===== config.mk =====
export PLATFORM = sky130hd
export DESIGN_NAME = ct_mmu_jtlb_resp
export DESIGN_NICKNAME = d
export VERILOG_FILES = /design/src/rtl/ct_mmu_jtlb_resp.sv
export SDC_FILE = /design/constraint.sdc
export NUM_CORES = 1
export LEC_CHECK = 0
export ABC_AREA = 0
export BUFFER_PORTS_ARGS = -buffer_cell sky130_fd_sc_hd__clkbuf_2
export CAP_MARGIN = 25
export CORE_UTILIZATION = 45
export DETAILED_ROUTE_END_ITERATION = 12
export PLACE_DENSITY = 0.8
export REMOVE_ABC_BUFFERS = 1
export SLEW_MARGIN = 40
export SYNTH_ARGS = -nofsm -noshare
export SYNTH_HDL_FRONTEND = slang
export SYNTH_SLANG_ARGS = --single-unit

===== constraint.sdc =====
create_clock -name forever_cpuclk -period 2.1 [get_ports forever_cpuclk]
set_clock_uncertainty 0.1 [all_clocks]
set_input_delay 0.21 -clock forever_cpuclk [delete_from_list [all_inputs] [get_ports forever_cpuclk]]
set_output_delay 0.21 -clock forever_cpuclk [all_outputs]
set_load 0.05 [all_outputs]

===== src/rtl/ct_mmu_jtlb_resp.sv =====
// Responder end of the MMU arbiter->jTLB request path: RAM pass-through, 4K->2M->1G re-lookup
// sequencing and completion return. Optional macro CT_MMU_JTLB_PERF_EN adds hit/miss counters.
module ct_mmu_jtlb_resp #(
    parameter int VPN_WIDTH = 27,
    parameter int IDX_WIDTH = 9,
    parameter int BANK_NUM  = 4
) (
    input  logic                 forever_cpuclk,
    input  logic                 cpurst_b,
    input  logic                 arb_jtlb_req,
    input  logic [2:0]           arb_jtlb_acc_type,
    input  logic [VPN_WIDTH:0]   arb_jtlb_vpn,
    input  logic [IDX_WIDTH-1:0] arb_jtlb_idx,
    input  logic [BANK_NUM-1:0]  arb_jtlb_bank_sel,
    input  logic                 arb_jtlb_write,
    input  logic                 arb_jtlb_cmp_with_va,
    output logic                 jtlb_ram_cen,
    output logic                 jtlb_ram_wen,
    output logic [IDX_WIDTH-1:0] jtlb_ram_idx,
    output logic [BANK_NUM-1:0]  jtlb_ram_bank,
    input  logic [BANK_NUM-1:0]  ram_hit,
    input  logic                 ram_par_err,
    output logic                 jtlb_arb_sel_4k,
    output logic                 jtlb_arb_sel_2m,
    output logic                 jtlb_arb_sel_1g,
    output logic                 jtlb_arb_tc_miss,
    output logic                 jtlb_arb_par_clr,
    output logic [VPN_WIDTH:0]   jtlb_arb_vpn,
    output logic [2:0]           jtlb_arb_type,
    output logic                 jtlb_arb_cmp_va,
    output logic                 jtlb_iutlb_cmplt,
    output logic                 jtlb_dutlb_cmplt,
    output logic                 jtlb_arb_pfu_cmplt,
    output logic                 jtlb_tlboper_cmplt,
    output logic                 jtlb_xx_hit,
    output logic [BANK_NUM-1:0]  jtlb_xx_hit_bank,
`ifdef CT_MMU_JTLB_PERF_EN
    output logic [31:0]          jtlb_perf_hit_cnt,
    output logic [31:0]          jtlb_perf_miss_cnt,
`endif
    output logic                 jtlb_err_lookup_ovr
);

    typedef enum logic [1:0] {
        ST_IDLE   = 2'd0,
        ST_S2M    = 2'd1,
        ST_S1G    = 2'd2,
        ST_PARCLR = 2'd3
    } state_t;

    // sel vectors are ordered {1g, 2m, 4k}
    localparam logic [2:0] SEL_4K   = 3'b001;
    localparam logic [2:0] SEL_2M   = 3'b010;
    localparam logic [2:0] SEL_1G   = 3'b100;
    localparam logic [2:0] SEL_NONE = 3'b000;

    // Completion routing, ordered {iutlb, dutlb, pfu, tlboper}
    function automatic logic [3:0] cmplt_route(input logic [2:0] acc_type);
        logic [3:0] route;
        case (acc_type)
            3'b011:  route = 4'b1000;
            3'b010:  route = 4'b0100;
            3'b110:  route = 4'b0100;
            3'b100:  route = 4'b0010;
            3'b001:  route = 4'b0001;
            default: route = 4'b0000;
        endcase
        return route;
    endfunction

    // The parity-clear pass advertises the size that errored, shifted one step up
    function automatic logic [2:0] err_sel(input state_t st);
        logic [2:0] sel;
        case (st)
            ST_IDLE: sel = SEL_2M;
            ST_S2M:  sel = SEL_1G;
            default: sel = SEL_NONE;
        endcase
        return sel;
    endfunction

    state_t                state_r;
    state_t                state_nxt_s;
    logic [2:0]            sel_r;
    logic [2:0]            sel_nxt_s;
    logic                  tc_miss_r;
    logic                  tc_miss_nxt_s;
    logic                  par_clr_r;
    logic                  par_clr_nxt_s;
    logic                  done_nxt_s;
    logic                  hit_nxt_s;
    logic [BANK_NUM-1:0]   hit_bank_nxt_s;
    logic [3:0]            cmplt_nxt_s;
    logic [3:0]            cmplt_r;
    logic                  hit_r;
    logic [BANK_NUM-1:0]   hit_bank_r;
    logic                  s2_vld_r;
    logic [2:0]            s2_type_r;
    logic [VPN_WIDTH:0]    s2_vpn_r;
    logic                  s2_cmp_va_r;
    logic                  err_ovr_r;
    logic                  lookup_s;
    logic                  lookup_acc_s;
    logic                  hit_any_s;

    assign jtlb_ram_cen  = arb_jtlb_req;
    assign jtlb_ram_wen  = arb_jtlb_req & arb_jtlb_write;
    assign jtlb_ram_idx  = arb_jtlb_idx;
    assign jtlb_ram_bank = arb_jtlb_bank_sel;

    // Only an idle FSM or the re-lookup slot right after tc_miss may take a new lookup
    assign lookup_s     = arb_jtlb_req & arb_jtlb_cmp_with_va;
    assign lookup_acc_s = lookup_s & ~s2_vld_r & ((state_r == ST_IDLE) | tc_miss_r);
    assign hit_any_s    = |ram_hit;

    // Next-state and registered-output decode from the stage-2 RAM result
    always_comb begin
        state_nxt_s    = state_r;
        sel_nxt_s      = sel_r;
        tc_miss_nxt_s  = 1'b0;
        par_clr_nxt_s  = 1'b0;
        done_nxt_s     = 1'b0;
        hit_nxt_s      = 1'b0;
        hit_bank_nxt_s = '0;
        case (state_r)
            ST_PARCLR: begin
                state_nxt_s = ST_IDLE;
                sel_nxt_s   = SEL_4K;
                done_nxt_s  = 1'b1;
            end
            ST_IDLE, ST_S2M, ST_S1G: begin
                if (s2_vld_r) begin
                    if (ram_par_err) begin
                        state_nxt_s   = ST_PARCLR;
                        par_clr_nxt_s = 1'b1;
                        sel_nxt_s     = err_sel(state_r);
                    end else if (hit_any_s) begin
                        state_nxt_s    = ST_IDLE;
                        sel_nxt_s      = SEL_4K;
                        done_nxt_s     = 1'b1;
                        hit_nxt_s      = 1'b1;
                        hit_bank_nxt_s = ram_hit;
                    end else if (state_r == ST_IDLE) begin
                        state_nxt_s   = ST_S2M;
                        sel_nxt_s     = SEL_2M;
                        tc_miss_nxt_s = 1'b1;
                    end else if (state_r == ST_S2M) begin
                        state_nxt_s   = ST_S1G;
                        sel_nxt_s     = SEL_1G;
                        tc_miss_nxt_s = 1'b1;
                    end else begin
                        state_nxt_s = ST_IDLE;
                        sel_nxt_s   = SEL_4K;
                        done_nxt_s  = 1'b1;
                    end
                end else begin
                    state_nxt_s = state_r;
                end
            end
            default: begin
                state_nxt_s = ST_IDLE;
                sel_nxt_s   = SEL_4K;
            end
        endcase
        cmplt_nxt_s = done_nxt_s ? cmplt_route(s2_type_r) : 4'b0000;
    end

    // FSM state and registered feedback/completion outputs
    always_ff @(posedge forever_cpuclk) begin
        if (!cpurst_b) begin
            state_r    <= ST_IDLE;
            sel_r      <= SEL_4K;
            tc_miss_r  <= 1'b0;
            par_clr_r  <= 1'b0;
            cmplt_r    <= 4'b0000;
            hit_r      <= 1'b0;
            hit_bank_r <= '0;
        end else begin
            state_r    <= state_nxt_s;
            sel_r      <= sel_nxt_s;
            tc_miss_r  <= tc_miss_nxt_s;
            par_clr_r  <= par_clr_nxt_s;
            cmplt_r    <= cmplt_nxt_s;
            hit_r      <= hit_nxt_s;
            hit_bank_r <= hit_bank_nxt_s;
        end
    end

    // Stage-2 capture of the accepted lookup, plus the sticky dropped-lookup flag
    always_ff @(posedge forever_cpuclk) begin
        if (!cpurst_b) begin
            s2_vld_r    <= 1'b0;
            s2_type_r   <= 3'b000;
            s2_vpn_r    <= '0;
            s2_cmp_va_r <= 1'b0;
            err_ovr_r   <= 1'b0;
        end else begin
            s2_vld_r <= lookup_acc_s;
            if (lookup_acc_s) begin
                s2_type_r   <= arb_jtlb_acc_type;
                s2_vpn_r    <= arb_jtlb_vpn;
                s2_cmp_va_r <= arb_jtlb_cmp_with_va;
            end else begin
                s2_type_r   <= s2_type_r;
                s2_vpn_r    <= s2_vpn_r;
                s2_cmp_va_r <= s2_cmp_va_r;
            end
            if (lookup_s && !lookup_acc_s) begin
                err_ovr_r <= 1'b1;
            end else begin
                err_ovr_r <= err_ovr_r;
            end
        end
    end

`ifdef CT_MMU_JTLB_PERF_EN
    function automatic logic [31:0] sat_inc(input logic [31:0] cnt);
        return (cnt == 32'hFFFF_FFFF) ? cnt : cnt + 32'd1;
    endfunction

    logic [31:0] perf_hit_cnt_r;
    logic [31:0] perf_miss_cnt_r;

    // Saturating hit/miss counters advanced on each completion
    always_ff @(posedge forever_cpuclk) begin
        if (!cpurst_b) begin
            perf_hit_cnt_r  <= 32'd0;
            perf_miss_cnt_r <= 32'd0;
        end else if (|cmplt_nxt_s) begin
            if (hit_nxt_s) begin
                perf_hit_cnt_r <= sat_inc(perf_hit_cnt_r);
            end else begin
                perf_miss_cnt_r <= sat_inc(perf_miss_cnt_r);
            end
        end else begin
            perf_hit_cnt_r  <= perf_hit_cnt_r;
            perf_miss_cnt_r <= perf_miss_cnt_r;
        end
    end

    assign jtlb_perf_hit_cnt  = perf_hit_cnt_r;
    assign jtlb_perf_miss_cnt = perf_miss_cnt_r;
`endif

    assign jtlb_arb_sel_4k     = sel_r[0];
    assign jtlb_arb_sel_2m     = sel_r[1];
    assign jtlb_arb_sel_1g     = sel_r[2];
    assign jtlb_arb_tc_miss    = tc_miss_r;
    assign jtlb_arb_par_clr    = par_clr_r;
    assign jtlb_arb_vpn        = s2_vpn_r;
    assign jtlb_arb_type       = s2_type_r;
    assign jtlb_arb_cmp_va     = s2_cmp_va_r;
    assign jtlb_iutlb_cmplt    = cmplt_r[3];
    assign jtlb_dutlb_cmplt    = cmplt_r[2];
    assign jtlb_arb_pfu_cmplt  = cmplt_r[1];
    assign jtlb_tlboper_cmplt  = cmplt_r[0];
    assign jtlb_xx_hit         = hit_r;
    assign jtlb_xx_hit_bank    = hit_bank_r;
    assign jtlb_err_lookup_ovr = err_ovr_r;

endmodule


==> results.ini <==
[yosys]
synth_ff_type = dfxtp_1
syn_area_per_cell_um2 = 9.432
synth-seq-area-share_pct = 47.59
synth_area_um2 = 2103
ys_seq_elements = 50
async_reset_ff_share_pct = 0
ys_warn_count = 0
netlist_instances = 223
synthDistinctLibCells = 35
synth_edf_count = 0

[detailed_routing]
route.detailed.drc = 0
routedWlPerCell_um = 11.83
drt_iter0_drc = 145
post_drt_via_cell_ratio = 4.847
via_count = 1677
routed_wl_um = 4094
ant_nets = 0
drt-pass1-iter-count = 4

[clock_network]
cts-hold-fix-buffers = 0
post_cts_buffers = 0
cts_resized = 0
clock_path_buffers = 2
clockRootBuffer = clkbuf_8
clock-sinks = 50
clkLatencyLatePin_ns = 0.29
clk_pin_slew_ns = 0.08
htree_levels = 2
cts-buffers-inserted = 5
tritoncts = built

[finish]
syn_to_final_growth_pct = 18.92
drive_gt1_share_pct = 34.69
antennaDiodeCount = 0
nets = 348
layout_commonest_cell = clkbuf_2
final_area_um2 = 2501
mostFrequentLayoutCells = clkbuf_2, nand2_1, dfxtp_1, mux2i_1
post-route-util_pct = 56.66
stdcell_count = 346

[timing]
hold_violations = 0
slew_headroom_pct = 67.58
period_share_pct = 82.47
finalCriticalPeriod_ns = 1.732
setup-violations-final = 0
max_freq_ghz = 0.5774
tightest_slew_ns = 0.4863
fin_ws_ns = 0.3681
slew_violations = 0
rsz0062_at_grt = false

[global_routing]
grt_overflow = 0
grt_max_degree = 55
grt_pass1_vias = 1521
grt_usage_pct = 16.96
grt_first_pass_wirelength_um = 6720
antenna_found_initial = 0

[worst_setup_path]
crit_arrival_ns = 1.86
cp_max_fo = 15
worstPathRequired_ns = 2.23
crit_type = reg -> reg
r2r_setup_slack_ns = 0.37
crit_path_end_kind = flip-flop
critPathLaunchType = flip-flop

[run_status]
status = finished, final reports clean

[placement]
placedCellCount = 339
preCtsSetupSlack_ns = 0.3475
finalWeightedCongestion = 0.8568
numPortBuffers = 89
dp_hpwl_um = 3038
postPlaceCellArea_um2 = 2425

[power]
ir_drop_mv = 0.3959
p_seq_share_pct = 53.9
pwr-share-comb_pct = 18.6
p_sw_mw = 0.5595
switching_share_pct = 29.66
power_mw = 1.887
p_int_mw = 1.327
p_per_area_nw_per_um2 = 754.3
p_leak_nw = 1.161
power.share.clock_pct = 27.5

[die]
die_h_um = 70.37
initial_utilization_pct = 47.65
core_um2 = 4414
ioPinCount = 116
chipWidth_um = 70.37
dieArea_um2 = 4951
rows = 24

[job]
drv_cap = 0

[min_path]
hp-class = in -> reg

==> flip-flops by register name, indices dropped and copies added (netlist names) <==
| register | cells |
|---|---|
| jtlb_arb_vpn | 28 |
| cmplt_r | 4 |
| jtlb_xx_hit_bank | 4 |
| jtlb_arb_type | 3 |
| sel_r | 3 |
| state_r | 2 |
| jtlb_arb_cmp_va | 1 |
| jtlb_arb_par_clr | 1 |
| jtlb_arb_tc_miss | 1 |
| jtlb_err_lookup_ovr | 1 |
| jtlb_xx_hit | 1 |
| s2_vld_r | 1 |
==> per-stage QoR <==
| stage | setup TNS, ns | hold slack, ns |
|---|---|---|
| detailed placement | 0 | 0.3205 |
| global placement | 0 | 0.3205 |
| CTS | 0 | 0.01778 |
| floorplan | -7.201 | 0.2278 |
| global route | 0 | 0.03084 |
| finish | 0 | 0.03174 |
==> routing by layer <==
metal  GRT usage, %  up-vias  wire length (µm)
li1               -      859                 -
met5              0        -                 0
met3          8.081        3               389
met2          27.30       80              1875
met4          4.000        0                33
met1          20.32      735              1795
==> synth_stat cells (2+ instances only) <==
master	count	area, µm²
nand2_1	69	259.0
dfxtp_1	50	1001
mux2i_1	32	320.3
buf_4	14	105.1
and2_1	6	37.54
nor3_1	6	30.03
clkbuf_1	5	18.77
buf_2	4	20.02
a21oi_1	3	15.01
buf_6	3	33.78
and3_1	2	12.51
buf_12	2	40.04
inv_1	2	7.510
nand3_1	2	10.01
nand4b_1	2	17.52
nor2b_1	2	12.51
==> cells by family after synthesis <==
group	Yosys count	synth area share (%)
AO/OA/AOI/OAI	12	4.283
buffers and inverters	32	11.60
flip-flops	50	47.59
multiplexers	32	15.23
AND/OR/NAND/NOR	97	21.30
==> critical path, cell delays in order (launching register included) <==
cell and delay (ns):
dfxtp_1 0.39, nor2_2 0.18, o2111a_2 0.52, buf_4 0.28, mux2i_1 0.19
==> path summary, 6_finish.rpt <==
check	depth (start not counted)	startpoint	to
max	4	state_r[1]$_SDFFE_PN0P_	jtlb_arb_vpn[0]$_SDFFE_PN0P_
min	3	arb_jtlb_vpn[2]	jtlb_arb_vpn[2]$_SDFFE_PN0P_
max reg2reg	4	state_r[1]$_SDFFE_PN0P_	jtlb_arb_vpn[0]$_SDFFE_PN0P_
min reg2reg	2	jtlb_arb_vpn[13]$_SDFFE_PN0P_	jtlb_arb_vpn[13]$_SDFFE_PN0P_
==> power groups by stage <==
| stage | registers (mW) | logic [mW] | clock network [mW] |
|---|---|---|---|
| finish | 1.02 | 0.352 | 0.519 |
| global route | 1.02 | 0.375 | 0.590 |
| CTS | 1.02 | 0.355 | 0.541 |
| detailed placement | 1.04 | 0.355 | 0 |
| global placement | 1.04 | 0.350 | 0 |
| floorplan | 1.17 | 0.0936 | 0 |
==> cell type report <==
cell class / count / area, µm²
Fill cell: 403 / 1913
Sequential cell: 50 / 1001
Multi-Input combinational cell: 141 / 859.6
Timing Repair Buffer: 93 / 488.0
Clock buffer: 7 / 76.32
Tap cell: 52 / 65.06
Inverter: 3 / 11.26
Note: power is estimated with default switching activity, not from simulation.
